--- src/rtl/iecdrv_track_pkg.sv ---
// Shared types and defaults for the track-buffer head streamer.
package iecdrv_track_pkg;

    typedef enum logic [2:0] {
        StFetch,
        StWait1,
        StWait2,
        StShift,
        StWrite,
        StAdvance
    } state_t;

    localparam int unsigned SYNC_LEN_DEFAULT = 10;

endpackage

--- src/rtl/iecdrv_track_stream_if.sv ---
// Byte port between the head streamer and the track buffer (iecdrv_mem timing).
interface iecdrv_track_stream_if #(
    parameter int unsigned ADDRWIDTH = 13
);

    logic [ADDRWIDTH-1:0] mem_addr;
    logic [7:0]           mem_wdata;
    logic                 mem_wren;
    logic [7:0]           mem_q;

    modport master (
        output mem_addr,
        output mem_wdata,
        output mem_wren,
        input  mem_q
    );

    modport slave (
        input  mem_addr,
        input  mem_wdata,
        input  mem_wren,
        output mem_q
    );

endinterface

--- src/rtl/iecdrv_bit_timer.sv ---
// Bit-cell divider: counts ce pulses while the motor runs, ticks every bit_div+1 pulses.
module iecdrv_bit_timer #(
    parameter int unsigned DIVWIDTH = 8
) (
    input  logic                clk,
    input  logic                reset,
    input  logic                ce,
    input  logic                mtr,
    input  logic [DIVWIDTH-1:0] bit_div,
    output logic                tick
);

    logic [DIVWIDTH-1:0] timer_q;
    logic [DIVWIDTH-1:0] timer_d;

    // A bit_div lowered below the running count reloads at once instead of wrapping.
    always_comb begin
        timer_d = timer_q;
        tick    = 1'b0;
        if (ce && mtr) begin
            if (timer_q >= bit_div) begin
                timer_d = '0;
                tick    = 1'b1;
            end else begin
                timer_d = timer_q + 1'b1;
            end
        end
    end

    always_ff @(posedge clk or posedge reset) begin
        if (reset) begin
            timer_q <= '0;
        end else begin
            timer_q <= timer_d;
        end
    end

endmodule

--- src/rtl/iecdrv_track_stream.sv ---
// Head-side streamer: serialises track-buffer bytes MSB first onto the head bit port
// and writes back bytes assembled from the write head.
module iecdrv_track_stream
    import iecdrv_track_pkg::*;
#(
    parameter int unsigned ADDRWIDTH = 13,
    parameter int unsigned DIVWIDTH  = 8,
    parameter int unsigned SYNC_LEN  = SYNC_LEN_DEFAULT
) (
    input  logic                  clk,
    input  logic                  reset,
    input  logic                  ce,
    input  logic                  mtr,
    input  logic                  wr_mode,
    input  logic [DIVWIDTH-1:0]   bit_div,
    input  logic [ADDRWIDTH-1:0]  track_len,
    input  logic                  din,
    output logic                  dout,
    output logic                  bit_strobe,
    output logic                  sync,
    output logic [ADDRWIDTH-1:0]  byte_pos,
    iecdrv_track_stream_if.master mem
);

    localparam int unsigned      CntW    = $clog2(SYNC_LEN + 1);
    localparam logic [CntW-1:0]  SyncMax = CntW'(SYNC_LEN);
    localparam logic [ADDRWIDTH:0] FullLen = {1'b1, {ADDRWIDTH{1'b0}}};

    state_t               state_q;
    state_t               state_d;
    logic [7:0]           sr_q;
    logic [7:0]           sr_d;
    logic [2:0]           bit_cnt_q;
    logic [2:0]           bit_cnt_d;
    logic                 dirty_q;
    logic                 dirty_d;
    logic                 dout_q;
    logic                 dout_d;
    logic                 strobe_q;
    logic [CntW-1:0]      sync_cnt_q;
    logic [CntW-1:0]      sync_cnt_d;
    logic [ADDRWIDTH-1:0] byte_pos_q;
    logic [ADDRWIDTH-1:0] byte_pos_d;

    logic                 tick;
    logic                 strobe;
    logic [ADDRWIDTH:0]   eff_len;
    logic [ADDRWIDTH:0]   pos_next;
    logic                 pos_wrap;

    iecdrv_bit_timer #(
        .DIVWIDTH(DIVWIDTH)
    ) u_bit_timer (
        .clk    (clk),
        .reset  (reset),
        .ce     (ce),
        .mtr    (mtr),
        .bit_div(bit_div),
        .tick   (tick)
    );

    // The timer free-runs through the byte turnaround; a cell is long enough that
    // its tick always lands back in SHIFT.
    assign strobe = tick && (state_q == StShift);

    assign eff_len  = (track_len == '0) ? FullLen : {1'b0, track_len};
    assign pos_next = {1'b0, byte_pos_q} + 1'b1;
    assign pos_wrap = (pos_next >= eff_len);

    always_ff @(posedge clk or posedge reset) begin
        if (reset) begin
            state_q <= StFetch;
        end else begin
            state_q <= state_d;
        end
    end

    always_comb begin
        state_d = state_q;
        unique case (state_q)
            StFetch:   state_d = StWait1;
            StWait1:   state_d = StWait2;
            StWait2:   state_d = StShift;
            StShift: begin
                // A write on bit 7 itself must still trigger the write-back.
                if (strobe && (bit_cnt_q == 3'd7)) begin
                    state_d = (dirty_q || wr_mode) ? StWrite : StAdvance;
                end
            end
            StWrite:   state_d = StAdvance;
            StAdvance: state_d = StFetch;
            default:   state_d = StFetch;
        endcase
    end

    always_comb begin
        mem.mem_addr  = byte_pos_q;
        mem.mem_wren  = (state_q == StWrite);
        mem.mem_wdata = (state_q == StWrite) ? sr_q : 8'h00;
    end

    always_comb begin
        sr_d       = sr_q;
        bit_cnt_d  = bit_cnt_q;
        dirty_d    = dirty_q;
        dout_d     = dout_q;
        sync_cnt_d = sync_cnt_q;
        byte_pos_d = byte_pos_q;

        if (state_q == StWait2) begin
            sr_d    = mem.mem_q;
            dirty_d = 1'b0;
        end

        if (strobe) begin
            bit_cnt_d = bit_cnt_q + 3'd1;
            if (wr_mode) begin
                dout_d     = din;
                sr_d       = {sr_q[6:0], din};
                dirty_d    = 1'b1;
                sync_cnt_d = '0;
            end else begin
                // Rotating keeps the byte intact so a partly written byte writes back whole.
                dout_d = sr_q[7];
                sr_d   = {sr_q[6:0], sr_q[7]};
                if (!sr_q[7]) begin
                    sync_cnt_d = '0;
                end else if (sync_cnt_q < SyncMax) begin
                    sync_cnt_d = sync_cnt_q + 1'b1;
                end
            end
        end

        if (state_q == StAdvance) begin
            byte_pos_d = pos_wrap ? '0 : pos_next[ADDRWIDTH-1:0];
        end
    end

    always_ff @(posedge clk or posedge reset) begin
        if (reset) begin
            sr_q       <= 8'h00;
            bit_cnt_q  <= 3'd0;
            dirty_q    <= 1'b0;
            dout_q     <= 1'b0;
            strobe_q   <= 1'b0;
            sync_cnt_q <= '0;
            byte_pos_q <= '0;
        end else begin
            sr_q       <= sr_d;
            bit_cnt_q  <= bit_cnt_d;
            dirty_q    <= dirty_d;
            dout_q     <= dout_d;
            strobe_q   <= strobe;
            sync_cnt_q <= sync_cnt_d;
            byte_pos_q <= byte_pos_d;
        end
    end

    assign dout       = dout_q;
    assign bit_strobe = strobe_q;
    assign sync       = (sync_cnt_q >= SyncMax);
    assign byte_pos   = byte_pos_q;

endmodule

--- src/flat_wrapper.sv ---
// flat-port wrapper written by rule: the top's interface ports become plain ports
module iecdrv_track_stream_flat import iecdrv_track_pkg::*;
#(
    parameter int unsigned ADDRWIDTH = 13,
    parameter int unsigned DIVWIDTH  = 8,
    parameter int unsigned SYNC_LEN  = SYNC_LEN_DEFAULT
)
  (clk, reset, ce, mtr, wr_mode, bit_div, track_len, din, dout, bit_strobe, sync, byte_pos, mem_mem_addr, mem_mem_wdata, mem_mem_wren, mem_mem_q);
  iecdrv_track_stream_if #(.ADDRWIDTH(ADDRWIDTH)) mem_i ();
  input  logic clk;
  input  logic reset;
  input  logic ce;
  input  logic mtr;
  input  logic wr_mode;
  input  logic [DIVWIDTH-1:0] bit_div;
  input  logic [ADDRWIDTH-1:0] track_len;
  input  logic din;
  output logic dout;
  output logic bit_strobe;
  output logic sync;
  output logic [ADDRWIDTH-1:0] byte_pos;
  output wire logic [$bits(mem_i.mem_addr)-1:0] mem_mem_addr;
  output wire logic [$bits(mem_i.mem_wdata)-1:0] mem_mem_wdata;
  output wire logic [$bits(mem_i.mem_wren)-1:0] mem_mem_wren;
  input wire logic [$bits(mem_i.mem_q)-1:0] mem_mem_q;
  assign mem_mem_addr = mem_i.mem_addr;
  assign mem_mem_wdata = mem_i.mem_wdata;
  assign mem_mem_wren = mem_i.mem_wren;
  assign mem_i.mem_q = mem_mem_q;
  iecdrv_track_stream #(.ADDRWIDTH(ADDRWIDTH), .DIVWIDTH(DIVWIDTH), .SYNC_LEN(SYNC_LEN)) u_core (.clk(clk), .reset(reset), .ce(ce), .mtr(mtr), .wr_mode(wr_mode), .bit_div(bit_div), .track_len(track_len), .din(din), .dout(dout), .bit_strobe(bit_strobe), .sync(sync), .byte_pos(byte_pos), .mem(mem_i));
endmodule
--- config.mk ---
export PLATFORM = sky130hd
export DESIGN_NAME = iecdrv_track_stream_flat
export DESIGN_NICKNAME = d
export VERILOG_FILES = /design/src/rtl/iecdrv_track_pkg.sv /design/src/rtl/iecdrv_track_stream_if.sv /design/src/rtl/iecdrv_bit_timer.sv /design/src/rtl/iecdrv_track_stream.sv /design/src/flat_wrapper.sv
export SDC_FILE = /design/constraint.sdc
export NUM_CORES = 1
export LEC_CHECK = 0
export ABC_CLOCK_PERIOD_IN_PS = 4300
export CAP_MARGIN = 20
export CORE_MARGIN = 5
export CORE_UTILIZATION = 53
export CTS_CLUSTER_SIZE = 20
export DETAILED_ROUTE_END_ITERATION = 6
export PLACE_DENSITY = 0.88
export SETUP_SLACK_MARGIN = 0.2
export SLEW_MARGIN = 20
export SYNTH_ARGS = -nofsm -noshare
export SYNTH_HDL_FRONTEND = slang
export SYNTH_SLANG_ARGS = --single-unit
--- constraint.sdc ---
create_clock -name clk -period 4.3 [get_ports clk]
set_input_delay 0.86 -clock clk [delete_from_list [all_inputs] [get_ports clk]]
set_output_delay 0.86 -clock clk [all_outputs]
set_load 0.1 [all_outputs]
## Word-level counts from Yosys, hierarchy flattened

Cells that the tools add are included.
Widths: inputs -> output; s select.

| word-level totals | value |
|---|---|
| input bits | 35 |
| bits in registers | 42 |
| output and inout port bits | 38 |

| operators by class | value |
|---|---|
| equal/unequal tests | 8 |
| $lt $le $gt $ge | 4 |
| muxes and demuxes | 19 |
| add/subtract/negate cells | 4 |
| reduce and logical (&&, ||, !) cells | 8 |

Operators by type and width:

| cell | number |
|---|---|
| $mux 8 | 4 |
| $pmux 3 s5 | 1 |
| $add 13x1->14 const B | 1 |
| $ge 14x14->1 | 1 |
| $mux 14 | 1 |
| $logic_not 13->1 | 1 |
| $mux 13 | 1 |
| $mux 4 | 3 |
| $eq 3x3->1 const B | 3 |
| $add 8x1->8 const B | 1 |
| $ge 8x8->1 | 1 |
| $mux 1 | 8 |
| $eq 3x2->1 const B | 2 |
| $add 4x1->4 const B | 1 |
| $ge 4x4->1 const B | 1 |
| $lt 4x4->1 const B | 1 |
| $add 3x1->3 const B | 1 |
| $eq 3x1->1 const B | 1 |
| $logic_and 1x1->1 | 3 |
| $logic_not 3->1 | 1 |
| $mux 3 | 1 |
| $ne 3x3->1 const B | 1 |
| $ne 2x2->1 const B | 1 |
| $reduce_and 2->1 | 1 |
| 2 further kinds | 2 |

## Longest topological paths before layout

| logic depth | value |
|---|---|
| depth after elaboration | 7 |
| mapped depth | 14 |
| mapped depth without buffers | 13 |

## Modules after synthesis

A second synthesis with hierarchy kept.

| second synthesis, totals | value |
|---|---|
| cells, all modules | 333 |
| area, all modules | 2950.3 um2 |

Modules (own cells, without submodules):

| module | times used | cells each | area each (um2) |
|---|---|---|---|
| iecdrv_track_stream | 1 | 267 | 2314.7 |
| iecdrv_bit_timer | 1 | 66 | 635.6 |

## Worst setup path after synthesis

Ideal clock, no wire load.

| path | value |
|---|---|
| path type | reg-to-reg |
| from | register u_core.byte_pos_q[2], in the netlist u_core.byte_pos[2] |
| to | register u_core.byte_pos_q[7], in the netlist u_core.byte_pos[7] |
| path slack | 812 ps |
| required time | 4215 ps |
| arrival | 3403 ps |
| period minus slack after synthesis | 3488 ps |
| cell stages (with the launch flop) | 14 |
| setup time | 85 ps |
| path through | dfrtp_1 > nand3_1 > nor2_1 > nand4_1 > or2_2 > nand2_1 > ha_1 > a21oi_1 > o21ai_0 > a31oi_1 > a21oi_1 > or3_1 > clkbuf_1 > o22ai_1 |

| on the way | value |
|---|---|
| cells in the longest elaborated chain, start to end | 3 |

Ends and longest elaborated chain:

| what | line | text |
|---|---|---|
| from (decl) | iecdrv_track_stream.sv:42 | `logic [ADDRWIDTH-1:0] byte_pos_q;` |
| from (signal assigned) | iecdrv_track_stream.sv:155 | `byte_pos_q <= byte_pos_d;` |
| $add 13x1->14 (*) | iecdrv_track_stream.sv:67 | `assign pos_next = {1'b0, byte_pos_q} + 1'b1;` |
| $ge 14x14->1 | iecdrv_track_stream.sv:68 | `assign pos_wrap = (pos_next >= eff_len);` |
| $mux 13 (*) | iecdrv_track_stream.sv:135 | `byte_pos_d = pos_wrap ? '0 : pos_next[ADDRWIDTH-1:0];` |

Mark *: on every way between the ends. The rest lies on a longest branch, timed or not.
A chain may end at the register's enable or synchronous reset.

## Final worst setup path

| path | value |
|---|---|
| from | register u_core.state_q[1] |
| to | output mem_mem_wdata[3] |

| on the way | value |
|---|---|
| cells in the longest elaborated chain, start to end | 2 |

Ends and longest elaborated chain:

| what | line | text |
|---|---|---|
| from (decl) | iecdrv_track_stream.sv:29 | `state_t state_q;` |
| from (signal assigned) | iecdrv_track_stream.sv:72 | `state_q <= StFetch;` |
| from (signal assigned) | iecdrv_track_stream.sv:74 | `state_q <= state_d;` |
| $eq 3x3->1 | iecdrv_track_stream.sv:99 | `mem.mem_wdata = (state_q == StWrite) ? sr_q : 8'h00;` |
| $mux 8 | iecdrv_track_stream.sv:99 |  |
| to (decl) | flat_wrapper.sv:23 | `output wire logic [$bits(mem_i.mem_wdata)-1:0] mem_mem_wdata;` |

No other way between the ends.

==> parameters.txt <==
Parameter                              Value

Status
  Result of the run ... finished clean

Timing
  Setup TNS after final layout ... 0 ns
  Count of final max-slew check failures ... 0
  Final period demand of the worst path ... 3.45 ns
  Headroom to the max-slew limit ... 33.8%
  F_max ... 0.290 GHz
  Worst hold margin ... 0.492 ns
  Setup-violating endpoint count in the final report ... 0
  Actual slew at the worst max-slew pin ... 0.989 ns
  RSZ-0062 raised after global routing ... false
  Worst Skew ... 0.00982 ns
  Number of failing hold endpoints at the final stage ... 0
  Final Cycle Share ... 80.3%

Clocking
  CTS clock-pin slew for the worst setup and hold paths ... 0.07 ns
  CTS root buf ... clkbuf_8
  Clock insertion delay at the later pin of the skew report ... 0.29 ns
  Number of buffers on the longest clock path ... 2
  Number of setup buffers added after CTS ... 0
  Maximum level of the CTS H-tree ... 2
  Number of instances resized during post-cts repair ... 0
  # clock sinks ... 42
  CTS tree ... built
  Number of buffers created by CTS ... 5
  Quantity of hold-fixing buffers added after cts ... 0

Drt
  Routed wire length per instance ... 14.1 um
  Number of DRC markers in iteration 0 ... 122
  Remaining antenna violation count after routing ... 0
  Avg Vias per Cell ... 5.42
  Drt first pass iters ... 4
  Total Wirelength ... 6400 um
  Total number of vias ... 2,456
  DRC violation count after routing ... 0

Yosys
  Synthesized netlist net count ... 387
  Share of the synthesized area in the top cell type ... 36.5%
  Mapped Area ... 2880 sq um
  Post-synth top cells ... dfrtp_1 (42), inv_1 (37), nand2_1 (35), ha_1 (28), o21ai_0 (21)
  Post-synth cell types ... 44
  Cell accounting for the most synthesized area ... dfrtp_1
  Number of enable-type register cells in the synthesized netlist ... 0
  Synthesized instance count ... 324
  Sequential share of the synthesized area ... 36.5%
  Synth Register Bits ... 42
  Most frequently used flop master after synthesis ... dfrtp_1
  Area contributors post-synth ... dfrtp_1 (37%), ha_1 (12%), inv_1 (4.8%)
  Post-Syn Area per Cell ... 8.88 sq um
  Number of warnings issued by yosys ... 0
  Most frequently used cell type in the post-synthesis netlist ... dfrtp_1
  Proportion of register bits with asynchronous set or reset after synthesis ... 100%

Worst setup path
  Worst Setup Path Type ... reg2out
  Kind of end point of the critical path ... output port
  WP data required ... 3.44 ns
  Maximum fanout encountered on the critical timing path ... 10
  Startpoint Class ... flop
  Arrival time worst endpoint ... 2.59 ns

Placed design
  Sum of net half-perimeters after detailed placement ... 4990 um
  GP Congestion ... 0.825
  Instance count after placement with tap cells included ... 445
  Count of buffers from port buffering ... 72
  Placement Cell Area ... 3550 sq um

Finish
  Antenna cells ... 0
  Growth of design area from synthesis to finish ... 26.8%
  Net count, final ... 445
  Number of fillers in the final layout ... 406
  Fin area ... 3650 sq um
  Post-Layout Cell Count ... 453
  Fraction of layout instances using a drive strength above 1 ... 4.96%

Floorplan
  Die Wd ... 83.7 um
  Overall die area ... 7000 sq um
  Die Span Y ... 83.7 um
  Number of cell rows ... 26
  Boundary pin count ... 73
  Effective utilization at floorplan ... 55.3%
  Std-Cell Core Area ... 5200 sq um

Global route
  Pin count of the biggest net entering global routing ... 24
  Number of antenna violations at the first check in global routing ... 0
  Grt ovf ... 0
  Met1 track utilization from global routing ... 23.5%
  Met2 Use GR ... 30.6%
  Global-route usage over all layers ... 18.3%
  Most heavily used metal layer in global routing ... met2
  Global-route wire length before repair ... 10,800 um
  M3 GR Usage ... 3.95%
  Vias in the first global route ... 2,441

Power and ir drop
  Pwr dens ... 298 nW/um^2
  Worst supply voltage drop on vdd ... 0.237 mV
  Static leakage ... 1.90 nW
  Total power of the final layout ... 1.09 mW

Run
  Number of max-capacitance violations reported ... 0

Min path
  Class of the worst hold path ... reg2reg
## registers in the layout (all words and copies together) (netlist names)
name and flops:
u_core.sync_cnt_q 4, u_core.sr_q 8, u_core.state_q 3, u_core.bit_strobe 1, u_core.bit_cnt_q 3, u_core.u_bit_timer.timer_q 8, u_core.dout 1, u_core.byte_pos 13
u_core.dirty_q 1
## final timing paths
| kind | to | startpoint | cells past startpoint | slack (ns) |
|---|---|---|---|---|
| max in group asynchronous | u_core.bit_cnt_q[1]$_DFFE_PP0P_ | reset | 3 | 2.43 |
| min | u_core.sr_q[7]$_DFFE_PP0P_ | u_core.sr_q[7]$_DFFE_PP0P_ | 1 | 0.49 |
| max reg2reg | u_core.byte_pos[3]$_DFFE_PP0N_ | u_core.byte_pos[2]$_DFFE_PP0N_ | 13 | 1.02 |
| min in group asynchronous | u_core.byte_pos[6]$_DFFE_PP0N_ | reset | 2 | 1.07 |
| max | mem_mem_wdata[3] | u_core.state_q[1]$_DFFE_PP0P_ | 3 | 0.85 |
| min reg2reg | u_core.sr_q[7]$_DFFE_PP0P_ | u_core.sr_q[7]$_DFFE_PP0P_ | 1 | 0.49 |
## per-layer routing
layer	routed length, um	up-vias
met5	0	-
met4	102	0
met3	351	10
met2	3120	76
met1	2820	1149
li1	-	1221
## worst max-delay path, stage by stage (launching register included)
cell,delay (ns)
dfrtp_1,0.44
nor2_1,0.49
and3_1,0.25
clkdlybuf4s50_1,1.13
## cells by family after synthesis
| kind of cell | synth area share [%] |
|---|---|
| mux | 1.13 |
| buf+inv | 10.0 |
| xor+xnor | 3.96 |
| flops | 36.5 |
| simple gates | 19.1 |
| compound gates | 17.1 |
| fa+ha+maj | 12.2 |
## power breakdown
part | switching [mW] | internal [mW]
sequential | 0.0629 | 0.466
clock | 0.130 | 0.130
combinational | 0.152 | 0.144
total | 0.346 | 0.740
## layout by cell type (no fill, tap or decap), types with 4 or more instances in the layout
cell / n
a21oi_1: 12
nor2b_1: 8
clkdlybuf4s50_1: 72
a211oi_1: 4
nand4_1: 6
dfrtp_1: 42
xnor2_1: 6
a22o_1: 7
a21o_1: 9
and3_1: 9
or2_2: 4
ha_1: 28
nand2_1: 35
nor2_1: 18
o21ai_0: 21
nand2b_1: 4
inv_1: 37
xor2_1: 7
clkbuf_8: 6
nand3_1: 11
## final cells by class
| type | count | area [sq um] | share of cell area (%) |
|---|---|---|---|
| Sequential cell | 42 | 1050 | 28.8 |
| Clock buffer | 7 | 86.3 | 2.37 |
| Inverter | 37 | 139 | 3.81 |
| Tap cell | 70 | 87.6 | 2.40 |
| Timing Repair Buffer | 74 | 736 | 20.2 |
| Clock inverter | 1 | 5.00 | 0.137 |
| Multi-Input combinational cell | 222 | 1540 | 42.3 |
## metrics by stage
step,util [%],setup WS (ns)
after floorplan,-,0.812
after global placement,68.2,0.925
after detailed placement,68.2,0.840
after CTS,70.0,0.832
after global routing,70.0,0.672
final,70.0,0.847
Power figures use the tool's default switching activity.
